## src/rtl/mealy_arb_pkg.sv

```systemverilog
// Shared constants for the Mealy stream arbiter: FSM state encoding and default sizing.
package mealy_arb_pkg;

   typedef logic [1:0] state_t;

   localparam state_t StIdle   = 2'd0;
   localparam state_t StClear  = 2'd1;
   localparam state_t StShift  = 2'd2;
   localparam state_t StReport = 2'd3;

   localparam int unsigned DefNreq     = 4;
   localparam int unsigned DefFrameLen = 16;
   localparam int unsigned DefCntW     = 5;
   localparam int unsigned DefIdW      = 2;

endpackage

```

## src/rtl/rr_arbiter_pick.sv

```systemverilog
// Combinational round-robin picker: first set request after last_id, wrapping modulo NREQ.
module rr_arbiter_pick #(
   parameter int unsigned NREQ = 4,
   parameter int unsigned ID_W = 2
) (
   input  logic [NREQ-1:0] req,
   input  logic [ID_W-1:0] last_id,
   output logic            any,
   output logic [ID_W-1:0] id
);

   always_comb begin
      logic            found;
      logic [ID_W-1:0] idx;
      found = 1'b0;
      idx   = '0;
      any   = |req;
      id    = '0;
      // Offset 1 first so the previous winner has the lowest priority.
      for (int unsigned off = 1; off <= NREQ; off++) begin
         idx = ID_W'((32'(last_id) + off) % NREQ);
         if (!found && req[idx]) begin
            found = 1'b1;
            id    = idx;
         end
      end
   end

endmodule

```

## src/rtl/mealy_stream_arbiter.sv

```systemverilog
// Round-robin arbiter sharing one serial Mealy detector: serialises the granted frame MSB-first
// and reports how many detector pulses it produced.
module mealy_stream_arbiter
   import mealy_arb_pkg::*;
#(
   parameter int unsigned NREQ      = DefNreq,
   parameter int unsigned FRAME_LEN = DefFrameLen,
   parameter int unsigned CNT_W     = DefCntW,
   parameter int unsigned ID_W      = DefIdW
) (
   input  logic                      clk,
   input  logic                      reset,
   input  logic [NREQ-1:0]           req,
   input  logic [NREQ*FRAME_LEN-1:0] frame,
   output logic [NREQ-1:0]           grant,
   output logic                      busy,
   output logic                      done,
   output logic [ID_W-1:0]           done_id,
   output logic [CNT_W-1:0]          match_cnt,
   output logic                      det_reset,
   output logic                      det_ain,
   input  logic                      det_yout
);

   localparam int unsigned BitW = (FRAME_LEN > 1) ? $clog2(FRAME_LEN) : 1;

   state_t                 state_q, state_d;
   logic [FRAME_LEN-1:0]   sreg_q, sreg_d;
   logic [BitW-1:0]        bit_q, bit_d;
   logic [CNT_W-1:0]       cnt_q, cnt_d, cnt_inc;
   logic [ID_W-1:0]        last_id_q, last_id_d;
   logic [ID_W-1:0]        done_id_q, done_id_d;
   logic [CNT_W-1:0]       match_q, match_d;

   logic                   pick_any;
   logic [ID_W-1:0]        pick_id;

   rr_arbiter_pick #(
      .NREQ (NREQ),
      .ID_W (ID_W)
   ) u_pick (
      .req     (req),
      .last_id (last_id_q),
      .any     (pick_any),
      .id      (pick_id)
   );

   // det_yout is a same-cycle function of det_ain, so it is folded in before the edge.
   assign cnt_inc = cnt_q + CNT_W'(det_yout);

   always_comb begin
      state_d   = state_q;
      sreg_d    = sreg_q;
      bit_d     = bit_q;
      cnt_d     = cnt_q;
      last_id_d = last_id_q;
      done_id_d = done_id_q;
      match_d   = match_q;
      unique case (state_q)
         StIdle: begin
            if (pick_any) begin
               sreg_d    = frame[32'(pick_id) * FRAME_LEN +: FRAME_LEN];
               last_id_d = pick_id;
               state_d   = StClear;
            end
         end
         StClear: begin
            bit_d   = '0;
            cnt_d   = '0;
            state_d = StShift;
         end
         StShift: begin
            sreg_d = sreg_q << 1;
            cnt_d  = cnt_inc;
            bit_d  = bit_q + 1'b1;
            if (bit_q == BitW'(FRAME_LEN - 1)) begin
               match_d   = cnt_inc;
               done_id_d = last_id_q;
               state_d   = StReport;
            end
         end
         StReport: begin
            state_d = StIdle;
         end
         default: begin
            state_d = StIdle;
         end
      endcase
   end

   always_ff @(posedge clk) begin
      if (!reset) begin
         state_q   <= StIdle;
         sreg_q    <= '0;
         bit_q     <= '0;
         cnt_q     <= '0;
         last_id_q <= ID_W'(NREQ - 1);
         done_id_q <= '0;
         match_q   <= '0;
      end else begin
         state_q   <= state_d;
         sreg_q    <= sreg_d;
         bit_q     <= bit_d;
         cnt_q     <= cnt_d;
         last_id_q <= last_id_d;
         done_id_q <= done_id_d;
         match_q   <= match_d;
      end
   end

   // Grant is decoded from the served index, so it is one-hot by construction.
   always_comb begin
      grant = '0;
      if (state_q == StClear || state_q == StShift) begin
         grant[last_id_q] = 1'b1;
      end
   end

   assign busy      = (state_q != StIdle);
   assign done      = reset && (state_q == StReport);
   assign done_id   = done_id_q;
   assign match_cnt = match_q;
   assign det_reset = !reset || (state_q == StClear);
   assign det_ain   = reset && (state_q == StShift) && sreg_q[FRAME_LEN-1];

   grant_onehot_a : assert property (@(posedge clk) disable iff (!reset) $onehot0(grant));
   match_range_a  : assert property (@(posedge clk) disable iff (!reset)
                                     !(match_q > CNT_W'(FRAME_LEN)));

endmodule

```

## config.mk

```make
export PLATFORM = sky130hd
export DESIGN_NAME = mealy_stream_arbiter
export DESIGN_NICKNAME = d
export VERILOG_FILES = /design/src/rtl/mealy_arb_pkg.sv /design/src/rtl/rr_arbiter_pick.sv /design/src/rtl/mealy_stream_arbiter.sv
export SDC_FILE = /design/constraint.sdc
export NUM_CORES = 1
export LEC_CHECK = 0
export CORE_ASPECT_RATIO = 1.75
export CORE_UTILIZATION = 36
export CTS_BUF_LIST = sky130_fd_sc_hd__clkbuf_16
export DETAILED_ROUTE_END_ITERATION = 8
export PLACE_DENSITY = 0.68
export SYNTH_ARGS = -nofsm -noshare
export SYNTH_HDL_FRONTEND = slang
export SYNTH_SLANG_ARGS = --single-unit
```

## constraint.sdc

```tcl
create_clock -name clk -period 2.55 [get_ports clk]
set_input_delay 0.3825 -clock clk [delete_from_list [all_inputs] [get_ports clk]]
set_output_delay 0.3825 -clock clk [all_outputs]
set_load 0.005 [all_outputs]
```

==> results of run 1 <==
## flip-flops by register name, indices dropped and copies added (netlist names)
name	flops
done_id	2
cnt_q	5
last_id_q	2
sreg_q	16
state_q	2
bit_q	4
match_cnt	5
## cell usage after synthesis, types with 2 or more instances
cell      number
dfxtp_1       36
nor2_1         7
ha_1          11
nand3b_1       2
buf_2          4
o211ai_1       3
o31ai_1        2
buf_4          6
inv_1          9
o22ai_1        4
nand2_1       53
and2_1         8
a21oi_1        6
nand2b_1       5
o211a_1        3
nor2b_1        8
buf_6          3
mux4_2         3
o221ai_2       9
nor3b_1        2
a211o_1        2
clkbuf_1       7
o21ai_0       19
o221ai_1       5
mux2i_1       39
a21boi_0       2
a211oi_1       3
a21boi_1       5
nand3_1        9
xnor2_1        3
## timing repair
item | CTS | global route
hold endpoints to repair | 0 | 0
endpoints found under the setup margin | 0 | 15
resized for setup | 0 | 7
## per-layer routing
metal | part of all wire (%) | vias to the layer above | track usage (%)
met2 | 55 | 80 | 32.8
met4 | 2.5 | 0 | 7.39
li1 | - | 1233 | -
met1 | 38 | 1171 | 18.9
met3 | 4.3 | 13 | 3.60
met5 | 0 | - | 0
## critical path, delay by kind of cell (launching register included)
family | cells | cell delay (ps)
AND/OR/NAND/NOR | 2 | 380
multiplexers | 2 | 740
adder cells (fa/ha/maj) | 1 | 310
buffers and inverters | 2 | 290
flip-flops | 1 | 330
AO/OA/AOI/OAI | 2 | 250
## how the worst max path moves through the flow
stage,from,end,slack (ps)
after floorplan,last_id_q[0]$_SDFFE_PN1P_,sreg_q[5]$_SDFFE_PN0P_,50
after global placement,req[2],sreg_q[12]$_SDFFE_PN0P_,-40
after detailed placement,req[2],sreg_q[12]$_SDFFE_PN0P_,-130
after CTS,last_id_q[1]$_SDFFE_PN1P_,sreg_q[12]$_SDFFE_PN0P_,30
after global routing,last_id_q[1]$_SDFFE_PN1P_,sreg_q[1]$_SDFFE_PN0P_,10
final,last_id_q[1]$_SDFFE_PN1P_,sreg_q[9]$_SDFFE_PN0P_,120
## power by group through the flow
stage | Sequential, mW | Clock, mW | Combinational, mW
3_5_place_dp | 0.753 | 0 | 1.87
6_report | 0.743 | 0.574 | 2.03
5_1_grt | 0.755 | 0.605 | 2.20
4_1_cts | 0.742 | 0.580 | 1.87
2_1_floorplan | 0.745 | 0 | 1.38
3_3_place_gp | 0.752 | 0 | 1.83
## final cells by class
cell class / instances / area (sq um) / area share (%)
flip-flops and latches: 36 / 722 / 19.0
inverters: 11 / 43.8 / 1.15
well taps: 84 / 105 / 2.77
clock buffers: 5 / 125 / 3.30
repair buffers: 105 / 1070 / 28.3
multi-input cells: 227 / 1710 / 45.1
clock inverters: 3 / 11.3 / 0.297
## logic make-up (layout without fill, tap and decap cells)
group,count (synthesis),count (layout)
compound gates,67,67
xor+xnor,3,3
fa+ha+maj,11,11
buf+inv,33,124
flops,36,36
mux,44,44
simple gates,102,102
==> results.tsv, run 1 <==
metric	value	unit
status	finished clean	
number of fill cells	673	
Hold EP	cnt_q[0]$_SDFFE_PN0N_	
Clock Latency Late Sink	280	ps
GRT Total Usage	17.8	%
FF-to-FF End	sreg_q[9]$_SDFFE_PN0P_	
GRT Residual Overflow	0	
post-CTS setup buffers	0	
Gate power share	60.6	%
total of max-cap violations	0	
most common cell after layout, fill and taps aside	clkdlybuf4s50_1	
Synth top area share	28.0	%
synth top area cells	dfxtp_1, mux2i_1, nand2_1	
R2R Path Start	last_id_q[1]$_SDFFE_PN1P_	
CP Cell Sequence	inv_1 > ha_4 > mux4_2 > nor2b_4 > o21ai_2 > and2_4 > clkbuf_16 > mux2i_1 > o221ai_2	
input/output buffers	85	
f_max	412	MHz
worst min-delay path class	flop to flop	
Cell Area, Synth	2570	sq um
Pwr Total	3.34	mW
Post-CTS Hold Buffers	0	
Crit path required time	2710	ps
part of the power in registers	22.2	%
Reg clk slew, reported paths	50	ps
vias per cell	5.30	
Critical Path AT	2590	ps
Slew HR	73.3	%
Post-DRT Antenna Nets	0	
area leader, netlist	dfxtp_1	
XOR/XNOR share of the synthesized area	1.02	%
Worst path max stage delay	500	ps
DR pass1 iterations	4	
Slowest cell on crit path	mux4_2	
Iter 0 DRT Violations	99	
Post-Place Cells	461	
most frequent cells in the layout	clkdlybuf4s50_1, nand2_1, dfxtp_1	
Post-Layout Cell Count	471	
H-tree levels	2	
Layout Utilization	54.9	%
Ys Warns	0	
final hold violation count	0	
ant diodes	0	
initial antenna violation count	0	
simple-gate portion of the synthesized area	19.6	%
pin count of the biggest net entering global routing	30	
asr flop ratio synth	0	%
Core Rows	40	
Setup TNS Final	0	ps
Slew Viols, Final	0	
Synth Area in Compound Gates	20.2	%
Die X	65.9	um
ys flop type	dfxtp_1	
share of post-route cells with drive strength above 1	13.7	%
DRC Markers	0	
Syn Area/Cell	8.69	sq um
post-route clock period utilization	95.2	%
Sw Pwr	1.26	mW
critical path peak fanout	14	
core area	6910	sq um
Die Ht	114	um
I/O pin count	86	
Starting Density	37.2	%
endpoint class of the critical path	flop	
CTS sink count	36	
Place WS	-134	ps
Pleak	1.52	nW
placed inst area	3580	sq um
sw frac	37.8	%
final worst slack	123	ps
post-synthesis mux area share	18.7	%
CTS Buf Count	5	
sequential element share of the synthesized area	28.0	%
Max clock buf depth	2	
Max IR drop VDD	501	uV
reg-to-reg slack, setup	120	ps
HP Start	cnt_q[0]$_SDFFE_PN0N_	
gp weighted congestion	0.821	
Post-synth EDFFs	0	
Internal	2.08	mW
number of synthesized register bits	36	
skew final	1.53	ps
die area	7500	sq um
via count	2497	
Routed WL	6560	um
Synth Area in Adders	5.35	%
Least-Margin Pin Slew	401	ps
dpl hpwl	4840	um
Crit Path Category	flop to flop	
DR WL/cell	13.9	um
Root Driver	clkbuf_16	
Netlist cell types	48	
P per Cell Area	882	nW/um^2
number of global-route vias before repair	2454	
Synth Instances	296	
fin crit period	2430	ps
main combinational cell family by area after synthesis	compound AO/OA/AOI/OAI gates	
nets@finish	468	
fin area	3790	sq um
Net Count, Synth	378	
hold path depth	2	
R2R depth	9	
clock share of power	17.2	%
P&R area growth vs syn	47.4	%
TritonCTS clock tree	done	
global-route wire length before repair	10500	um
CP Launch Type	flop	
RSZ-0062 raised after global routing	no	
final setup violation count	0	
Final Hold Slack	473	ps
(Power assumes the default switching activity.)
==> run 2, diff against run 1 <==
Settings changed: CORE_MARGIN set to 2, PLACE_DENSITY 0.68 to 0.7, SYNTH_HIERARCHICAL set to 1.
==> run 2 against run 1 <==
Net effect: sequential cell count unchanged; clock skew grew 1.2 ps; synthesized cell count shrank 21%; via count is 17% lower; non-clock buffer count down 10.
==> results.tsv, run 2 <==
metric	value	unit
status	finished clean	
most frequent CP cell	a21oi_1	
count leader, synth	dfxtp_1	
Post-synth EDFFs	0	
CTS Buf Count	5	
synth top area cells	dfxtp_1, mux2_4, mux2_2	
CP top delay family	compound AO/OA/AOI/OAI gates	
via count	2079	
number of synthesized register bits	36	
DR pass1 iterations	6	
Synth Instances	234	
Synth top area share	32.3	%
global-route wire length before repair	9290	um
Largest register FFs	16	
core area	6090	sq um
skew final	2.75	ps
Post-DRT Antenna Nets	0	
final setup violation count	0	
final hold violation count	0	
fin crit period	2350	ps
Critical Path AT	2490	ps
TritonCTS clock tree	done	
worst min-delay path class	flop to flop	
post-route clock period utilization	92.0	%
Slew HR	59.1	%
Netlist cell types	37	
Ys Warns	6	
placed inst area	3170	sq um
CTS resizes	0	
Clock Latency Late Sink	280	ps
P&R area growth vs syn	48.0	%
nets@finish	395	
critical path peak fanout	19	
Starting Density	36.7	%
dpl hpwl	4250	um
Net Count, Synth	312	
most frequent cells in the layout	clkdlybuf4s50_1, dfxtp_1, a21oi_1	
post-CTS setup buffers	0	
CTS sink count	36	
Final Hold Slack	482	ps
Crit Path Category	input port to flop	
DRC Markers	0	
Slowest cell on crit path	clkdlybuf4s50_1	
ys flop type	dfxtp_1	
number of global-route vias before repair	2079	
CP Buf/Inv Count	2	
input/output buffers	85	
die area	6880	sq um
Pleak	1.28	nW
pin count of the biggest net entering global routing	40	
Worst path max stage delay	520	ps
f_max	426	MHz
Max IR drop VDD	408	uV
Place WS	-97.2	ps
sequential element share of the synthesized area	32.3	%
fin area	3310	sq um
Root Driver	clkbuf_16	
Crit path required time	2690	ps
GRT Total Usage	16.9	%
Syn Area/Cell	9.55	sq um
Die X	63.6	um
register area	721	sq um
Post-synth top cells	dfxtp_1, a21oi_1, o21ai_0	
total of max-cap violations	0	
share of post-route cells with drive strength above 1	15.8	%
P per Cell Area	819	nW/um^2
Least-Margin Pin Slew	613	ps
area of the multi-input gates	1400	sq um
Routed WL	5510	um
vias per cell	5.24	
CP Cell Sequence	clkdlybuf4s50_1 > nor2b_1 > a21oi_1 > o221ai_4 > buf_12 > mux2_2 > a222oi_1 > a21oi_1	
asr flop ratio synth	0	%
GRT Residual Overflow	0	
final worst slack	203	ps
Max clock buf depth	2	
RSZ-0062 raised after global routing	no	
area leader, netlist	dfxtp_1	
Post-CTS Hold Buffers	0	
DR WL/cell	13.9	um
initial antenna violation count	0	
Core Rows	38	
ant diodes	0	
Cell Area, Synth	2230	sq um
most common cell after layout, fill and taps aside	clkdlybuf4s50_1	
endpoint class of the critical path	flop	
H-tree levels	2	
Die Ht	108	um
Iter 0 DRT Violations	86	
CP Launch Type	input port	
number of fill cells	593	
gp weighted congestion	0.844	
Slew Viols, Final	0	
I/O pin count	86	
Reg clk slew, reported paths	50	ps
Biggest register	sreg_q	
run 2: through the flow:
stage | TNS, ps | utilization (%) | power (mW) | instances
floorplan | 0 | - | 1.74 | 234
finish | 0 | 54.3 | 2.71 | 397
global placement | -28.6 | 52.1 | 2.12 | 390
global route | 0 | 54.3 | 2.89 | 397
detailed placement | -789 | 52.1 | 2.15 | 390
CTS | 0 | 54.3 | 2.73 | 397
run 2: layer usage:
metal  share of wire (%)  global-route usage, %
met5                   0                      0
met4                 2.7                   8.07
met3                 6.3                   4.47
met2                  55                   31.4
met1                  36                   17.2
run 2: area by class of cell:
| cell class | count | area share, % |
|---|---|---|
| multi-input cells | 174 | 42.2 |
| flip-flops and latches | 36 | 21.8 |
| clock inverters | 2 | 0.227 |
| repair buffers | 95 | 28.4 |
| inverters | 5 | 0.568 |
| well taps | 80 | 3.03 |
| clock buffers | 5 | 3.78 |
run 2: final timing paths:
check / from / to / slack [ps] / cells past startpoint
max: req[1] / sreg_q[14]$_SDFFE_PN0P_ / 200 / 8
min: cnt_q[0]$_SDFFE_PN0P_ / cnt_q[0]$_SDFFE_PN0P_ / 480 / 2
max reg2reg: last_id_q[1]$_SDFFE_PN1P_ / sreg_q[10]$_SDFFE_PN0P_ / 350 / 6
min reg2reg: cnt_q[0]$_SDFFE_PN0P_ / cnt_q[0]$_SDFFE_PN0P_ / 480 / 2
run 2: where the power goes:
| part | leakage, nW | internal (mW) | total (mW) | switching, mW |
|---|---|---|---|---|
| sequential | 0.295 | 0.697 | 0.810 | 0.113 |
| clock | 0.0648 | 0.349 | 0.568 | 0.219 |
| combinational | 0.920 | 0.711 | 1.33 | 0.620 |
| total | 1.28 | 1.76 | 2.71 | 0.952 |
run 2: kinds of logic (layout without fill, tap and decap cells):
| logic type | count (synthesis) | in the layout | share of synthesized area, % |
|---|---|---|---|
| AO/OA/AOI/OAI | 70 | 70 | 21.5 |
| buffers and inverters | 24 | 107 | 5.88 |
| AND/OR/NAND/NOR | 56 | 56 | 13.6 |
| flip-flops | 36 | 36 | 32.3 |
| multiplexers | 38 | 38 | 21.7 |
| XOR/XNOR | 3 | 3 | 1.18 |
| adder cells (fa/ha/maj) | 7 | 7 | 3.92 |
run 2: worst register-to-register path, stage by stage, from the launching register on:
cell	delay [ps]
dfxtp_1	530
mux2i_1	370
o221ai_4	190
buf_4	200
mux2_4	300
a222oi_1	350
a21oi_1	120
